<file path="src/rtl/dcache_pkg.sv">
// Shared types and constants for the direct-mapped L1 data cache.
// Latency: n/a (declarations only).
// Backpressure: n/a.
package dcache_pkg;

  // Byte offset within a 32-byte line and word select within that line
  localparam int OFFSET_W   = 5;
  localparam int WORD_SEL_W = 3;
  localparam int WORD_W     = 32;

  // Tag field sized for the widest tag a 32-bit address can produce;
  // narrower tags are zero-extended into it
  localparam int TAG_MAX_W  = 32 - OFFSET_W;

  typedef enum logic [1:0] {
    ST_IDLE   = 2'd0,
    ST_WB     = 2'd1,
    ST_RD     = 2'd2,
    ST_REFILL = 2'd3
  } state_e;

  typedef struct packed {
    logic                 valid;
    logic                 dirty;
    logic [TAG_MAX_W-1:0] tag;
  } tag_entry_t;

endpackage

</file>
<file path="src/rtl/dcache_ctrl_if.sv">
// CPU-side and memory-side signal bundle of the data cache controller.
// Latency: n/a (wiring only).
// Backpressure: cpu_stall_o toward the pipeline, mem_ack_i from memory.
interface dcache_ctrl_if #(
  parameter int ADDR_W    = 32,
  parameter int LINE_BITS = 256
);

  logic [ADDR_W-1:0]    cpu_addr_i;
  logic [31:0]          cpu_data_i;
  logic                 cpu_MemRead_i;
  logic                 cpu_MemWrite_i;
  logic [31:0]          cpu_data_o;
  logic                 cpu_stall_o;
  logic [LINE_BITS-1:0] mem_data_i;
  logic                 mem_ack_i;
  logic [LINE_BITS-1:0] mem_data_o;
  logic [ADDR_W-1:0]    mem_addr_o;
  logic                 mem_enable_o;
  logic                 mem_write_o;

  // Cache controller side
  modport slave (
    input  cpu_addr_i, cpu_data_i, cpu_MemRead_i, cpu_MemWrite_i,
    input  mem_data_i, mem_ack_i,
    output cpu_data_o, cpu_stall_o,
    output mem_data_o, mem_addr_o, mem_enable_o, mem_write_o
  );

  // Pipeline / memory environment side
  modport master (
    output cpu_addr_i, cpu_data_i, cpu_MemRead_i, cpu_MemWrite_i,
    output mem_data_i, mem_ack_i,
    input  cpu_data_o, cpu_stall_o,
    input  mem_data_o, mem_addr_o, mem_enable_o, mem_write_o
  );

endinterface

</file>
<file path="src/rtl/dcache_sram.sv">
// Tag (valid/dirty/tag) and data storage for the direct-mapped cache.
// Latency: combinational read by index, writes take effect at the next clock edge.
// Backpressure: none; the controller never fills and stores in the same cycle.
module dcache_sram
  import dcache_pkg::*;
#(
  parameter int NUM_SETS  = 16,
  parameter int LINE_BITS = 256,
  parameter int TAG_W     = 23,
  parameter int IDX_W     = $clog2(NUM_SETS)
) (
  input  logic                  clk_i,
  input  logic                  rst_i,
  input  logic [IDX_W-1:0]      idx,
  output tag_entry_t            entry,
  output logic [LINE_BITS-1:0]  line,
  input  logic                  fill_en,
  input  logic [TAG_W-1:0]      fill_tag,
  input  logic [LINE_BITS-1:0]  fill_line,
  input  logic                  store_en,
  input  logic [WORD_SEL_W-1:0] store_sel,
  input  logic [WORD_W-1:0]     store_data
);

  logic [NUM_SETS-1:0]  valid_q;
  logic [NUM_SETS-1:0]  dirty_q;
  logic [TAG_W-1:0]     tag_q  [NUM_SETS];
  logic [LINE_BITS-1:0] data_q [NUM_SETS];

  // Valid/dirty bits: cleared by reset, set by refill, dirtied by a store hit
  always_ff @(posedge clk_i or posedge rst_i) begin
    if (rst_i) begin
      valid_q <= '0;
      dirty_q <= '0;
    end else if (fill_en) begin
      valid_q[idx] <= 1'b1;
      dirty_q[idx] <= 1'b0;
    end else if (store_en) begin
      dirty_q[idx] <= 1'b1;
    end
  end

  // Tag and data arrays carry no reset; their contents are meaningless until valid
  always_ff @(posedge clk_i) begin
    if (fill_en) begin
      tag_q[idx]  <= fill_tag;
      data_q[idx] <= fill_line;
    end else if (store_en) begin
      data_q[idx][int'(store_sel) * WORD_W +: WORD_W] <= store_data;
    end
  end

  // Combinational read port shared by lookup, write-back and fill
  always_comb begin
    entry.valid = valid_q[idx];
    entry.dirty = dirty_q[idx];
    entry.tag   = TAG_MAX_W'(tag_q[idx]);
    line        = data_q[idx];
  end

endmodule

</file>
<file path="src/rtl/dcache_ctrl.sv">
// Direct-mapped write-back/write-allocate L1 data cache controller.
// Latency: hits are zero-latency; a miss stalls through write-back, refill and one REFILL cycle.
// Backpressure: cpu_stall_o freezes the pipeline; memory transfers complete on mem_ack_i.
module dcache_ctrl
  import dcache_pkg::*;
#(
  parameter int NUM_SETS  = 16,
  parameter int LINE_BITS = 256,
  parameter int ADDR_W    = 32
) (
  input  logic         clk_i,
  input  logic         rst_i,
  dcache_ctrl_if.slave bus
);

  localparam int IDX_W = $clog2(NUM_SETS);
  localparam int TAG_W = ADDR_W - IDX_W - OFFSET_W;

  localparam logic [1:0] IDLE   = ST_IDLE;
  localparam logic [1:0] WB     = ST_WB;
  localparam logic [1:0] RD     = ST_RD;
  localparam logic [1:0] REFILL = ST_REFILL;

  logic [1:0]            state_q;
  logic [IDX_W-1:0]      miss_idx_q;
  logic [TAG_W-1:0]      miss_tag_q;

  logic [IDX_W-1:0]      cpu_idx;
  logic [TAG_W-1:0]      cpu_tag;
  logic [WORD_SEL_W-1:0] word_sel;
  logic [IDX_W-1:0]      sram_idx;
  logic [TAG_W-1:0]      victim_tag;
  logic                  req;
  logic                  is_store;
  logic                  in_idle;
  logic                  hit;
  logic                  miss;
  logic                  store_en;
  logic                  fill_en;
  tag_entry_t            entry;
  logic [LINE_BITS-1:0]  line;

  logic [31:0]           cpu_data;
  logic                  cpu_stall;
  logic                  mem_enable;
  logic                  mem_write;
  logic [ADDR_W-1:0]     mem_addr;
  logic [LINE_BITS-1:0]  mem_data;

  // Word alignment is guaranteed by the pipeline, so the low address bits are dropped
  logic unused_addr_bits;
  assign unused_addr_bits = ^bus.cpu_addr_i[1:0];

  assign cpu_idx  = bus.cpu_addr_i[IDX_W+OFFSET_W-1:OFFSET_W];
  assign cpu_tag  = bus.cpu_addr_i[ADDR_W-1 -: TAG_W];
  assign word_sel = bus.cpu_addr_i[OFFSET_W-1:2];
  assign req      = bus.cpu_MemRead_i | bus.cpu_MemWrite_i;
  assign is_store = bus.cpu_MemWrite_i;
  assign in_idle  = (state_q == IDLE);

  // While a miss is outstanding the arrays are addressed by the latched index
  assign sram_idx   = in_idle ? cpu_idx : miss_idx_q;
  assign victim_tag = entry.tag[TAG_W-1:0];

  assign hit      = req & entry.valid & (entry.tag == TAG_MAX_W'(cpu_tag));
  assign miss     = in_idle & req & ~hit;
  assign store_en = in_idle & hit & is_store;
  assign fill_en  = (state_q == RD) & bus.mem_ack_i;

  dcache_sram #(
    .NUM_SETS  (NUM_SETS),
    .LINE_BITS (LINE_BITS),
    .TAG_W     (TAG_W),
    .IDX_W     (IDX_W)
  ) u_sram (
    .clk_i      (clk_i),
    .rst_i      (rst_i),
    .idx        (sram_idx),
    .entry      (entry),
    .line       (line),
    .fill_en    (fill_en),
    .fill_tag   (miss_tag_q),
    .fill_line  (bus.mem_data_i),
    .store_en   (store_en),
    .store_sel  (word_sel),
    .store_data (bus.cpu_data_i)
  );

  // Miss FSM: latch the missing index/tag, optionally write back the victim, then refill
  always_ff @(posedge clk_i or posedge rst_i) begin
    if (rst_i) begin
      state_q    <= IDLE;
      miss_idx_q <= '0;
      miss_tag_q <= '0;
    end else begin
      case (state_q)
        IDLE: begin
          if (miss) begin
            miss_idx_q <= cpu_idx;
            miss_tag_q <= cpu_tag;
            state_q    <= (entry.valid & entry.dirty) ? WB : RD;
          end
        end
        WB:      if (bus.mem_ack_i) state_q <= RD;
        RD:      if (bus.mem_ack_i) state_q <= REFILL;
        REFILL:  state_q <= IDLE;
        default: state_q <= IDLE;
      endcase
    end
  end

  // Output decode; memory-side values depend only on registered state so they hold until ack
  always_comb begin
    cpu_data   = '0;
    cpu_stall  = 1'b0;
    mem_enable = 1'b0;
    mem_write  = 1'b0;
    mem_addr   = '0;
    mem_data   = '0;
    case (state_q)
      IDLE: begin
        cpu_stall = miss;
        if (hit && !is_store) begin
          cpu_data = line[int'(word_sel) * WORD_W +: WORD_W];
        end
      end
      WB: begin
        cpu_stall  = 1'b1;
        mem_enable = 1'b1;
        mem_write  = 1'b1;
        mem_addr   = {victim_tag, miss_idx_q, {OFFSET_W{1'b0}}};
        mem_data   = line;
      end
      RD: begin
        cpu_stall  = 1'b1;
        mem_enable = 1'b1;
        mem_addr   = {miss_tag_q, miss_idx_q, {OFFSET_W{1'b0}}};
      end
      REFILL: begin
        cpu_stall = 1'b1;
      end
      default: begin
        cpu_stall = 1'b0;
      end
    endcase
    // A pending request must not hold the pipeline frozen while reset is asserted
    if (rst_i) begin
      cpu_stall = 1'b0;
    end
  end

  assign bus.cpu_data_o   = cpu_data;
  assign bus.cpu_stall_o  = cpu_stall;
  assign bus.mem_enable_o = mem_enable;
  assign bus.mem_write_o  = mem_write;
  assign bus.mem_addr_o   = mem_addr;
  assign bus.mem_data_o   = mem_data;

endmodule

</file>
<file path="src/flat_wrapper.sv">
// flat-port wrapper written by rule: the top's interface ports become plain ports
module dcache_ctrl_flat import dcache_pkg::*;
#(
  parameter int NUM_SETS  = 16,
  parameter int LINE_BITS = 256,
  parameter int ADDR_W    = 32
)
  (clk_i, rst_i, bus_cpu_addr_i, bus_cpu_data_i, bus_cpu_MemRead_i, bus_cpu_MemWrite_i, bus_mem_data_i, bus_mem_ack_i, bus_cpu_data_o, bus_cpu_stall_o, bus_mem_data_o, bus_mem_addr_o, bus_mem_enable_o, bus_mem_write_o);
  dcache_ctrl_if #(.ADDR_W(ADDR_W), .LINE_BITS(LINE_BITS)) bus_i ();
  input  logic clk_i;
  input  logic rst_i;
  input wire logic [$bits(bus_i.cpu_addr_i)-1:0] bus_cpu_addr_i;
  input wire logic [$bits(bus_i.cpu_data_i)-1:0] bus_cpu_data_i;
  input wire logic [$bits(bus_i.cpu_MemRead_i)-1:0] bus_cpu_MemRead_i;
  input wire logic [$bits(bus_i.cpu_MemWrite_i)-1:0] bus_cpu_MemWrite_i;
  input wire logic [$bits(bus_i.mem_data_i)-1:0] bus_mem_data_i;
  input wire logic [$bits(bus_i.mem_ack_i)-1:0] bus_mem_ack_i;
  output wire logic [$bits(bus_i.cpu_data_o)-1:0] bus_cpu_data_o;
  output wire logic [$bits(bus_i.cpu_stall_o)-1:0] bus_cpu_stall_o;
  output wire logic [$bits(bus_i.mem_data_o)-1:0] bus_mem_data_o;
  output wire logic [$bits(bus_i.mem_addr_o)-1:0] bus_mem_addr_o;
  output wire logic [$bits(bus_i.mem_enable_o)-1:0] bus_mem_enable_o;
  output wire logic [$bits(bus_i.mem_write_o)-1:0] bus_mem_write_o;
  assign bus_i.cpu_addr_i = bus_cpu_addr_i;
  assign bus_i.cpu_data_i = bus_cpu_data_i;
  assign bus_i.cpu_MemRead_i = bus_cpu_MemRead_i;
  assign bus_i.cpu_MemWrite_i = bus_cpu_MemWrite_i;
  assign bus_i.mem_data_i = bus_mem_data_i;
  assign bus_i.mem_ack_i = bus_mem_ack_i;
  assign bus_cpu_data_o = bus_i.cpu_data_o;
  assign bus_cpu_stall_o = bus_i.cpu_stall_o;
  assign bus_mem_data_o = bus_i.mem_data_o;
  assign bus_mem_addr_o = bus_i.mem_addr_o;
  assign bus_mem_enable_o = bus_i.mem_enable_o;
  assign bus_mem_write_o = bus_i.mem_write_o;
  dcache_ctrl #(.NUM_SETS(NUM_SETS), .LINE_BITS(LINE_BITS), .ADDR_W(ADDR_W)) u_core (.clk_i(clk_i), .rst_i(rst_i), .bus(bus_i));
endmodule
</file>
<file path="config.mk">
export PLATFORM = sky130hd
export DESIGN_NAME = dcache_ctrl_flat
export DESIGN_NICKNAME = d
export VERILOG_FILES = /design/src/rtl/dcache_pkg.sv /design/src/rtl/dcache_ctrl_if.sv /design/src/rtl/dcache_sram.sv /design/src/rtl/dcache_ctrl.sv /design/src/flat_wrapper.sv
export SDC_FILE = /design/constraint.sdc
export NUM_CORES = 2
export LEC_CHECK = 0
export CAP_MARGIN = 5
export CORE_MARGIN = 4
export CORE_UTILIZATION = 59
export CTS_CLUSTER_SIZE = 12
export DETAILED_ROUTE_END_ITERATION = 12
export HOLD_SLACK_MARGIN = 0.05
export PLACE_DENSITY_LB_ADDON = 0.08
export SYNTH_ARGS = -nofsm -noshare
export SYNTH_HDL_FRONTEND = slang
export SYNTH_HIERARCHICAL = 1
export SYNTH_MEMORY_MAX_BITS = 65536
export SYNTH_SLANG_ARGS = --single-unit
</file>
<file path="constraint.sdc">
create_clock -name clk_i -period 10.2 [get_ports clk_i]
set_input_delay 2.04 -clock clk_i [delete_from_list [all_inputs] [get_ports clk_i]]
set_output_delay 2.04 -clock clk_i [all_outputs]
set_load 0.005 [all_outputs]
</file>
==> reports/results.tsv <==
stage	metric	value	unit
yosys	synth_top_area_share	75.3	%
detailed_routing	wirelength	553000	um
global_route	grt_max_degree	110	
global_route	grt.total_usage	35.6	%
setup_path	start_kind	primary input	
sta	max_freq	102	MHz
pwr	pwr-share-comb	39.2	%
die	die_w	557	um
placed_design	io_buffers	640	
die	initial_core_util	59.3	%
pwr	total_power	61.3	mW
sta	setup-tns-final	0	ns
yosys	netlist_area	0.178	sq mm
detailed_routing	drt_iter0_drc	15000	
detailed_routing	wire_per_inst	40.8	um
detailed_routing	vias	95400	
yosys	synth.avg_cell_area	21.8	sq um
yosys	syn_inst	8171	
detailed_routing	routed_via_density	7.03	
cts	holdBufCountCts	0	
sta	finalCritPeriodShare	96.0	%
cts	clk_latency	0.97	ns
placed_design	dpl_worst_slack	0.358	ns
yosys	ys_ff_latch	4525	
die	die-height	557	um
layout	final_common_cell	edfxtp_1	
die	core-area	0.300	sq mm
setup_path	cp-startpoint	bus_cpu_addr_i[5]	
cts	cts_resized	0	
sta	worst_slew_pin_slew	1.33	ns
placed_design	hpwlAfterDp	348000	um
pwr	pwr-share-seq	36.6	%
global_route	grt_pass1_wl	752000	um
placed_design	globalplace.congestion	0.904	
cts	root_buffer	clkbuf_16	
cts	cts_setup_buffers	0	
sta	fin_crit	9.79	ns
cts	cts_tree	done	
pwr	power_density	298	mW/mm^2
sta	finalHoldViolCount	0	
layout	area_delta_synth_final	15.3	%
yosys	netlist.top_cell.by_area	edfxtp_1	
cts	cts_num_sinks	4525	
yosys	ys_seq_area_share	76.1	%
cts	cts_buffer_depth	4	
cts	cts-buffers-inserted	449	
yosys	synth.area.top_cells	edfxtp_1 75%, mux4_2 15%, a22oi_1 2.5%	
setup_path	path_class	in2out	
setup_path	endpoint_kind	output pin	
detailed_routing	postRouteAntennaNets	0	
layout	nNetsFinal	9488	
yosys	yosysWarnings	6	
cts	clk_transition_reported_paths	0.06	ns
sta	setup_violations	0	
sta	setup_slack	0.406	ns
die	io_pins	648	
global_route	grt_pass1_vias	91000	
pwr	power.internal	38.9	mW
job	cap_viol_max_count	0	
pwr	switchingPower	22.4	mW
setup_path	critical_path_arrival	7.75	ns
sta	fin_skew	0.0535	ns
setup_path	r2r-start	u_core/state_q[1]	
layout	fin_util	68.4	%
die	fp-row-count	201	
sta	slew_viol_final	0	
layout	final_cell_mix	4,464 x edfxtp_1, 1,188 x mux4_2, 613 x clkdlybuf4s50_1	
global_route	antenna_found_initial	120	
pwr	swShare	36.5	%
layout	drive_above_1_share	26.8	%
outcome	status	finished, final reports clean	
min_path	hp-class	reg2reg	
cts	htreeDepth	5	
min_path	hold_start	u_core/u_sram/valid_q[11]	
detailed_routing	drc	0	
yosys	synthDistinctLibCells	54	
sta	slew_headroom	10.8	%
detailed_routing	drt_first_pass_iters	6	
pwr	clock_power_share	24.2	%
die	die-area	0.311	sq mm
setup_path	path_max_fanout	54	
global_route	grt_remaining_overflow	0	
pwr	power.leakage	64.8	nW
pwr	peakVddDrop	0.239	mV
sta	rsz0062_at_grt	no	
setup_path	crit_required	8.16	ns
==> layer usage <==
layer / global-route usage [%] / routed length, um / up-vias
li1: - / - / 36400
met1: 49.1 / 192000 / 50300
met2: 51.1 / 251000 / 7435
met3: 9.70 / 71500 / 1233
met4: 22.9 / 37300 / 16
met5: 0 / 113 / -
==> registers in the layout, indices dropped and copies added (netlist names), named ones only <==
| name | flops |
|---|---|
| u_core/u_sram/valid_q | 16 |
| u_core/u_sram/tag_q | 368 |
| u_core/state_q | 2 |
| u_core/miss_idx_q | 4 |
| u_core/miss_tag_q | 23 |
| u_core/u_sram/data_q | 4096 |
==> worst max-delay path: stages <==
cell and delay [ns]:
clkdlybuf4s50_1 0.51, mux2_8 0.77, buf_4 0.48, mux4_2 0.54, a22oi_1 0.22, nand2_1 0.20
xnor2_1 0.20, nand2_1 0.13, nor4_1 0.65, nand4_1 0.70, buf_4 0.49, nor2_1 0.19
clkdlybuf4s50_1 0.53
==> worst paths after layout <==
kind                                               end  slack, ns  cells past startpoint
max                                 bus_cpu_data_o[29]       0.41                     13
min in group asynchronous            u_core/state_q[1]       1.60                      3
max in group asynchronous         u_core/miss_tag_q[6]       8.25                      3
max reg2reg                u_core/u_sram/data_q[1][72]       2.55                     17
min                          u_core/u_sram/valid_q[11]       0.46                      1
min reg2reg                  u_core/u_sram/valid_q[11]       0.46                      1
==> cells by family (layout without fill, tap and decap cells) <==
family	count (synthesis)	after routing	synth area share [%]
compound gates	624	624	2.64
fa+ha+maj	6	6	0.0421
mux	1509	1509	17.1
flops	4525	4525	76.1
buf+inv	543	1792	1.34
simple gates	939	939	2.69
other cells	2	186	0.00422
xor+xnor	23	23	0.113
==> cells in the mapped netlist, drive strengths merged <==
master,number
and4,3
nor3,1
conb,2
nor4bb,1
and3b,1
nor2b,53
nor4b,2
nand2b,2
nand3b,1
or3b,2
mux2i,57
or2,13
and4b,2
nor3b,3
mux4,1188
mux2,264
dfrtp,61
clkbuf,264
buf,243
xnor2,21
nor4,8
nor2,181
a21oi,8
xor2,2
o21a,1
a31oi,13
nand2,320
or4b,1
a21o,4
ha,6
a22oi,585
edfxtp,4464
a41oi,9
and2,294
inv,36
nand4,7
o21ai,4
and3,37
or3,2
nand3,5
==> area by class of cell <==
type / instances / area, sq um
Clock buffer: 578 / 11900
Sequential cell: 4525 / 136000
Clock inverter: 143 / 862
Timing Repair Buffer: 1035 / 10200
Inverter: 36 / 135
Tap cell: 3958 / 4950
Multi-Input combinational cell: 3110 / 41400
Antenna cell: 177 / 443
Fill cell: 18700 / 94900
==> metrics by stage <==
step | hold WS (ns) | area [sq um] | cells
global placement | 0.443 | 192000 | 12700
CTS | 0.461 | 205000 | 13400
finish | 0.463 | 205000 | 13600
detailed placement | 0.450 | 192000 | 12700
floorplan | 0.423 | 178000 | 8178
global route | 0.471 | 205000 | 13400
==> power groups by stage <==
stage	clock network, mW	logic [mW]	registers [mW]
final	14.8	24.1	22.4
after global routing	15.7	24.6	22.5
after CTS	15.0	23.6	22.4
after detailed placement	0	23.6	22.8
after global placement	0	23.4	22.7
after floorplan	0	12.8	22.6
(Power assumes the default switching activity.)
